**src/rtl/spi_master_frame.sv**
```systemverilog
// rtl/spi_master_frame.sv - mode-0 SPI master shifting fixed 16-bit frames with a valid/ready parallel side
// Build option: define SPI_MASTER_LSB_FIRST_EN for LSB-first shifting in both directions.
module spi_master_frame #(
    parameter int CLK_DIV    = 4,
    parameter int FRAME_BITS = 16
) (
    input  logic                  clk,
    input  logic                  reset,
    input  logic                  tx_start,
    input  logic [FRAME_BITS-1:0] tx_data,
    output logic                  tx_ready,
    output logic [FRAME_BITS-1:0] rx_data,
    output logic                  rx_valid,
    output logic                  busy,
    output logic                  sclk,
    output logic                  cs_bar,
    output logic                  mosi,
    input  logic                  miso
);

`ifdef SPI_MASTER_LSB_FIRST_EN
    localparam bit LSB_FIRST = 1'b1;
`else
    localparam bit LSB_FIRST = 1'b0;
`endif

    localparam logic [7:0] DIV_LAST = 8'(CLK_DIV - 1);
    localparam logic [3:0] BIT_LAST = 4'(FRAME_BITS - 1);

    typedef enum logic [2:0] {IDLE, SETUP, SHIFT, HOLD, GAP} state_t;

    state_t                state_q, state_d;
    logic [7:0]            div_q, div_d;
    logic [3:0]            bit_q, bit_d;
    logic [FRAME_BITS-1:0] tx_sr_q, tx_sr_d;
    logic [FRAME_BITS-1:0] rx_sr_q, rx_sr_d;
    logic [FRAME_BITS-1:0] rx_data_q, rx_data_d;
    logic                  sclk_q, sclk_d;
    logic                  cs_bar_q, cs_bar_d;
    logic                  mosi_q, mosi_d;
    logic                  tx_ready_q, tx_ready_d;
    logic                  busy_q, busy_d;
    logic                  rx_valid_q, rx_valid_d;
    logic                  div_done;
    logic [FRAME_BITS-1:0] tx_next;
    logic [FRAME_BITS-1:0] rx_next;

    function automatic logic first_bit(input logic [FRAME_BITS-1:0] v);
        return LSB_FIRST ? v[0] : v[FRAME_BITS-1];
    endfunction

    assign div_done = (div_q == DIV_LAST);
    assign tx_next  = LSB_FIRST ? (tx_sr_q >> 1) : (tx_sr_q << 1);
    assign rx_next  = LSB_FIRST ? {miso, rx_sr_q[FRAME_BITS-1:1]}
                                : {rx_sr_q[FRAME_BITS-2:0], miso};

    always_comb begin
        state_d    = state_q;
        div_d      = div_done ? 8'd0 : div_q + 8'd1;
        bit_d      = bit_q;
        tx_sr_d    = tx_sr_q;
        rx_sr_d    = rx_sr_q;
        rx_data_d  = rx_data_q;
        sclk_d     = sclk_q;
        cs_bar_d   = cs_bar_q;
        mosi_d     = mosi_q;
        tx_ready_d = tx_ready_q;
        busy_d     = busy_q;
        rx_valid_d = 1'b0;
        case (state_q)
            IDLE: begin
                div_d = 8'd0;
                if (tx_start) begin
                    tx_sr_d    = tx_data;
                    mosi_d     = first_bit(tx_data);
                    cs_bar_d   = 1'b0;
                    busy_d     = 1'b1;
                    tx_ready_d = 1'b0;
                    bit_d      = 4'd0;
                    state_d    = SETUP;
                end
            end
            SETUP: begin
                if (div_done) begin
                    sclk_d  = 1'b1;
                    rx_sr_d = rx_next;
                    state_d = SHIFT;
                end
            end
            SHIFT: begin
                if (div_done) begin
                    if (sclk_q) begin
                        sclk_d = 1'b0;
                        // last falling edge leaves mosi on the final bit through HOLD
                        if (bit_q == BIT_LAST) begin
                            state_d = HOLD;
                        end else begin
                            bit_d   = bit_q + 4'd1;
                            tx_sr_d = tx_next;
                            mosi_d  = first_bit(tx_next);
                        end
                    end else begin
                        sclk_d  = 1'b1;
                        rx_sr_d = rx_next;
                    end
                end
            end
            HOLD: begin
                if (div_done) begin
                    cs_bar_d = 1'b1;
                    state_d  = GAP;
                end
            end
            GAP: begin
                if (div_done) begin
                    rx_data_d  = rx_sr_q;
                    rx_valid_d = 1'b1;
                    tx_ready_d = 1'b1;
                    busy_d     = 1'b0;
                    mosi_d     = 1'b0;
                    state_d    = IDLE;
                end
            end
            default: state_d = IDLE;
        endcase
    end

    always_ff @(posedge clk or negedge reset) begin
        if (!reset) begin
            state_q    <= IDLE;
            div_q      <= 8'd0;
            bit_q      <= 4'd0;
            tx_sr_q    <= '0;
            rx_sr_q    <= '0;
            rx_data_q  <= '0;
            sclk_q     <= 1'b0;
            cs_bar_q   <= 1'b1;
            mosi_q     <= 1'b0;
            tx_ready_q <= 1'b1;
            busy_q     <= 1'b0;
            rx_valid_q <= 1'b0;
        end else begin
            state_q    <= state_d;
            div_q      <= div_d;
            bit_q      <= bit_d;
            tx_sr_q    <= tx_sr_d;
            rx_sr_q    <= rx_sr_d;
            rx_data_q  <= rx_data_d;
            sclk_q     <= sclk_d;
            cs_bar_q   <= cs_bar_d;
            mosi_q     <= mosi_d;
            tx_ready_q <= tx_ready_d;
            busy_q     <= busy_d;
            rx_valid_q <= rx_valid_d;
        end
    end

    assign tx_ready = tx_ready_q;
    assign rx_data  = rx_data_q;
    assign rx_valid = rx_valid_q;
    assign busy     = busy_q;
    assign sclk     = sclk_q;
    assign cs_bar   = cs_bar_q;
    assign mosi     = mosi_q;

endmodule

```
**config.mk**
```make
export PLATFORM = sky130hd
export DESIGN_NAME = spi_master_frame
export DESIGN_NICKNAME = d
export VERILOG_FILES = /design/src/rtl/spi_master_frame.sv
export SDC_FILE = /design/constraint.sdc
export NUM_CORES = 1
export LEC_CHECK = 0
export ABC_CLOCK_PERIOD_IN_PS = 1800
export BUFFER_PORTS_ARGS = -buffer_cell sky130_fd_sc_hd__buf_2
export CAP_MARGIN = 0
export CORE_ASPECT_RATIO = 1.1
export CORE_MARGIN = 4
export CORE_UTILIZATION = 50
export CTS_BUF_LIST = sky130_fd_sc_hd__clkbuf_4 sky130_fd_sc_hd__clkbuf_8
export DETAILED_ROUTE_END_ITERATION = 12
export PLACE_DENSITY = 0.74
export SLEW_MARGIN = 25
export SYNTH_ARGS = -nofsm -noshare
export SYNTH_HDL_FRONTEND = slang
export SYNTH_SLANG_ARGS = --single-unit
```
**constraint.sdc**
```tcl
create_clock -name clk -period 1.8 [get_ports clk]
set_input_delay 0.18 -clock clk [delete_from_list [all_inputs] [get_ports clk]]
set_output_delay 0.18 -clock clk [all_outputs]
set_load 0.02 [all_outputs]
```
# Word level (Yosys, flattened, before mapping)
# Cells that the tools add are included.
# totals
register_bits	68
latchBits	0
mem_bits_rw	0
rom_bits	0
memories	0
# classes
addsub	2
multipliers	0
div_mod_pow	0
n_lt_le_gt_ge	0
n_eq_ne	15
n_shift	0
n_mux	41
bitwise_logic	0
n_reduce_logical	14
# op_table
operator	count
15-bit two-way mux	4
16-bit two-way mux	3
16-bit case mux with 2 select lines	1
15-bit case mux with 2 select lines	1
3-bit two-way mux	7
2-bit != test, second input constant	9
4-bit two-way mux	4
8-bit two-way mux	2
3-bit case mux with 5 select lines	1
1-bit two-way mux	12
3-bit AND reduction	3
8-bit by 1-bit adder with 8-bit output, second input constant	1
8-bit by 2-bit equality test with 1-bit output, second input constant	1
1-bit case mux with 2 select lines	4
4-bit case mux with 2 select lines	1
2-bit nonzero test	4
7-bit AND reduction	1
3-bit by 2-bit equality test with 1-bit output, second input constant	2
6-bit AND reduction	1
5-bit AND reduction	1
4-bit by 1-bit adder with 4-bit output, second input constant	1
4-bit equality test, second input constant	1
4-bit AND reduction	1
3-bit by 1-bit equality test with 1-bit output, second input constant	1
5 further kinds	5

# Longest topological paths before layout
# depth
ltp_word	5
mapped_depth	7
depth_no_buf	5

# Least setup slack after synthesis
# Ideal clock, no wire load.
# synth_timing
path_kind	reg2reg
startpoint	register div_q[0]
endpoint	register rx_sr_q[10]
setup_time_ps	125
t_arrival_ps	1786
required_time_ps	1675
slack_ps	-110
path_stages_with_launch	7
n_path_buf	1
synth_period_minus_slack_ps	1910
path_cell_list	dfrtp_1 ha_1 nor3b_2 nand2_2 nor3_4 buf_6 mux2_2
# synth_via
elab_chain_len	3
word_cells_on_any_way	4
cone_classes	eq/ne: 3; reduce/logical: 1
# synth_rtl
element	line_no	source
from (decl)	33	logic [7:0] div_q, div_d;
from (signal assigned)	144	div_q <= div_d;
8-bit by 2-bit equality test with 1-bit output (*)	52	assign div_done = (div_q == DIV_LAST);
2-bit != test (no source line)	-	
4-bit AND reduction (no source line) (*)	-	
to (signal assigned)	147	rx_sr_q <= rx_sr_d;
to (decl)	36	logic [FRAME_BITS-1:0] rx_sr_q, rx_sr_d;
# Mark *: on every way between the ends. The rest lies on a longest branch, timed or not.
# A chain may end at the register's enable or synchronous reset.

# Worst setup path in the final report
# layout_timing
startpoint	register bit_q[0]
endpoint	register bit_q[0]
# layout_via
elab_chain_len	5
word_cells_on_any_way	8
cone_classes	add/sub: 1; eq/ne: 2; mux: 4; reduce/logical: 1
# layout_rtl
element	line_no	source
from (decl)	34	logic [3:0] bit_q, bit_d;
from (signal assigned)	145	bit_q <= bit_d;
4-bit by 1-bit adder with 4-bit output	98	bit_d = bit_q + 4'd1;
4-bit two-way mux	95	if (bit_q == BIT_LAST) begin
4-bit two-way mux	92	if (sclk_q) begin
4-bit two-way mux	91	if (div_done) begin
4-bit case mux with 2 select lines	70	case (state_q)
# Several ways; a longest one is shown, not always the timed one. The select of a mux whose other input is x is not followed.

==> results.yml <==
outcome:
  status: "finished, violations left"
  failed_checks: "negative setup slack"
place:
  io_buffers: 41
  globalplace.congestion: 0.8480
  dp.cells: 356
  hpwl_microns: 3920
  place_area_sq_mm: 0.003556
die:
  io_pins: 42
  core_area_sq_mm: 0.005914
  die_w_microns: 83.37
  dieHeight_microns: 90.91
  start_util: 0.5282
  die_area_sq_mm: 0.007579
  num_rows: 29
cts:
  clkSinkCount: 68
  insertion_delay_ns: 0.35
  htreeDepth: 3
  numCtsBuffers: 9
  clockBufferDepth: 2
  clk_pin_slew_ns: 0.07
  cts-root-buf: "clkbuf_8"
  cts_tree: "built"
logic_synthesis:
  syn_avg_cell_area_sq_um: 13.76
  ys_types: 44
  ys_warn_count: 0
  async_reset_ff_frac: 1.000
  syn-instance-count: 227
  ys.flop_type: "dfrtp_1"
  syn_area_sq_mm: 0.003124
  synth_fp_nets: 249
  synth_top_area_share: 0.5286
  ys_top_cells_by_area: "dfrtp_1 (53%), mux2_2 (17%), mux2_4 (6.7%)"
  synth_top_area_cell: "dfrtp_1"
  yosysSeqAreaShare: 0.5455
  synth_edf_count: 0
  ys_ff_latch: 68
power:
  vdd_drop_max_mv: 0.8469
  p_comb_frac: 0.357
  switching_share: 0.3008
  leakage_nw: 1.992
  p_int_w: 0.003924
  p_clk_frac: 0.265
  p_sw_w: 0.001688
  p_per_area_mw_per_mm2: 1424
  p_seq_frac: 0.378
  power.total_w: 0.005613
sta:
  period_share: 1.003
  fmax_mhz: 554.1
  post-route-min-period_ns: 1.805
  hold_slack_ns: 0.08003
  maxSlewViolCount: 0
  worst_pin_slew_ns: 0.3534
  rsz0062_at_grt: "yes"
  relSlewSlack: 0.7619
  clock_skew_ns: 0.01557
  hold_viol: 0
  setup_slack_ns: -0.004815
  finalSetupViolCount: 3
finish:
  final_cells: 381
  n_fill_cell: 430
  synthToLayoutAreaGrowth_pct: 26.11
  final_nets: 322
  final_area_sq_mm: 0.003940
  final_common_cell: "dfrtp_1"
  post-route-util: 0.6662
  antennaDiodeCount: 0
  drive_gt1_frac: 0.5329
  multi_input_area_sq_mm: 0.001360
  ff_latch_area_sq_mm: 0.001705
  final_cell_mix: "dfrtp_1 (65), mux2_2 (47), buf_2 (41)"
global_route:
  grt_overflow: 0
  grt_pass1_wl_microns: 9735
  track_usage: 0.1618
  grt_pass1_vias: 1980
  grt_max_degree: 69
  antenna_found_initial: 0
detailed_routing:
  final_antenna_net_count: 0
  top_layer: "met4"
  met1Wirelength_microns: 2690
  drt-initial-drc-count: 168
  drc: 0
  wl_met3_microns: 320
  wl_per_cell_microns: 15.91
  drt-pass1-iter-count: 4
  wl_met2_microns: 2912
  via_per_inst: 5.297
  vias: 2018
  finalWirelength_microns: 6062
setup_path:
  worstPathArrival_ns: 2.03
  worst-setup-path-type: "flop to flop"
  cp-end-kind: "flop"
  startpoint_type: "flop"
  required_ns: 2.03
  worstPathMaxFanout: 8
worst_hold_path:
  hold_path.class: "input port to flop"
flow_run:
  drv_cap: 0
-- repair_timing --
item,CTS,global route
resized for setup,1,8
buffers inserted,1,6
hold buffers,1,0
pin swaps,0,3
gates cloned,0,2
endpoints found under the hold margin,66,0
endpoints found under the setup margin,12,42
-- area by class of cell --
type | instances | share of cell area
multi-input combinational | 144 | 0.3452
tap | 77 | 0.02445
sequential | 68 | 0.4328
inverter | 6 | 0.005716
timing repair buffer | 71 | 0.1315
clock inverter | 6 | 0.02890
clock buffer | 9 | 0.03144
-- cells by family after synthesis --
logic type                 Yosys count  synth area share
muxes                               64            0.2475
AOI/OAI and AO/OA                   24           0.05286
DFF                                 68            0.5455
xor gates and xnor gates             8           0.02243
buffers and inverters               15           0.03564
adders and majority gates            2          0.008008
and+or+nand+nor                     46           0.08812
-- metal layers --
metal | up-vias | track usage
met5 | - | 0
met4 | 0 | 0.08719
met3 | 13 | 0.04562
met2 | 50 | 0.2433
met1 | 992 | 0.2121
li1 | 963 | -
-- flip-flops by register name, summed over array words and instances (netlist names) --
name / count
rx_valid: 1
sclk: 1
div_q: 8
tx_sr_q: 15
tx_ready: 1
busy: 1
bit_q: 4
cs_bar: 1
rx_sr_q: 16
mosi: 1
rx_data: 16
state_q: 3
-- power by group through the flow --
stage	clock [W]	sequential, W	combinational [W]
floorplan	0	0.00213	0.00132
global placement	0	0.00212	0.00175
detailed placement	0	0.00214	0.00180
finish	0.00149	0.00212	0.00200
global route	0.00158	0.00217	0.00218
CTS	0.00152	0.00212	0.00183
-- cells in the mapped netlist, types with 2 or more instances --
cell type and n:
dfrtp_1 66, nand2_1 3, nor3_1 2, a21oi_1 3
inv_1 6, mux2_2 47, xnor2_1 3, a21o_1 2
xor2_1 5, o41ai_1 2, nor2_1 16, a311oi_1 2
nand3_1 6, mux2_1 3, o21ai_0 5, dfstp_2 2
buf_6 5, mux2_4 14, a31oi_1 4, ha_1 2
and3_1 6
-- worst paths after layout --
kind                       cells after the start     endpoint  slack, ns        from
min in group asynchronous                      3  tx_sr_q[13]       0.38       reset
min reg2reg                                    1   tx_sr_q[0]       0.50  tx_sr_q[0]
max in group asynchronous                      3       cs_bar       1.09       reset
min                                            2   rx_sr_q[0]       0.08        miso
max reg2reg                                    6     bit_q[0]     -0.005    bit_q[0]
max                                            6     bit_q[0]     -0.005    bit_q[0]
-- worst max-delay path, cell delays in order, from the launching register on --
cell and delay (ns):
dfrtp_1 0.41, ha_2 0.21, nand3_2 0.09, o211ai_1 0.31
a21o_4 0.19, clkbuf_16 0.17, mux2_4 0.31
-- per-stage QoR --
step	setup WS (ns)	TNS (ns)
3_5_place_dp	-0.04535	-0.2929
3_3_place_gp	-0.02194	-0.1536
6_report	-0.004815	-0.005973
5_1_grt	-0.08982	-1.362
2_1_floorplan	-0.06722	-0.6395
4_1_cts	0.007734	0
No activity file was read; power rests on OpenSTA's default activity.
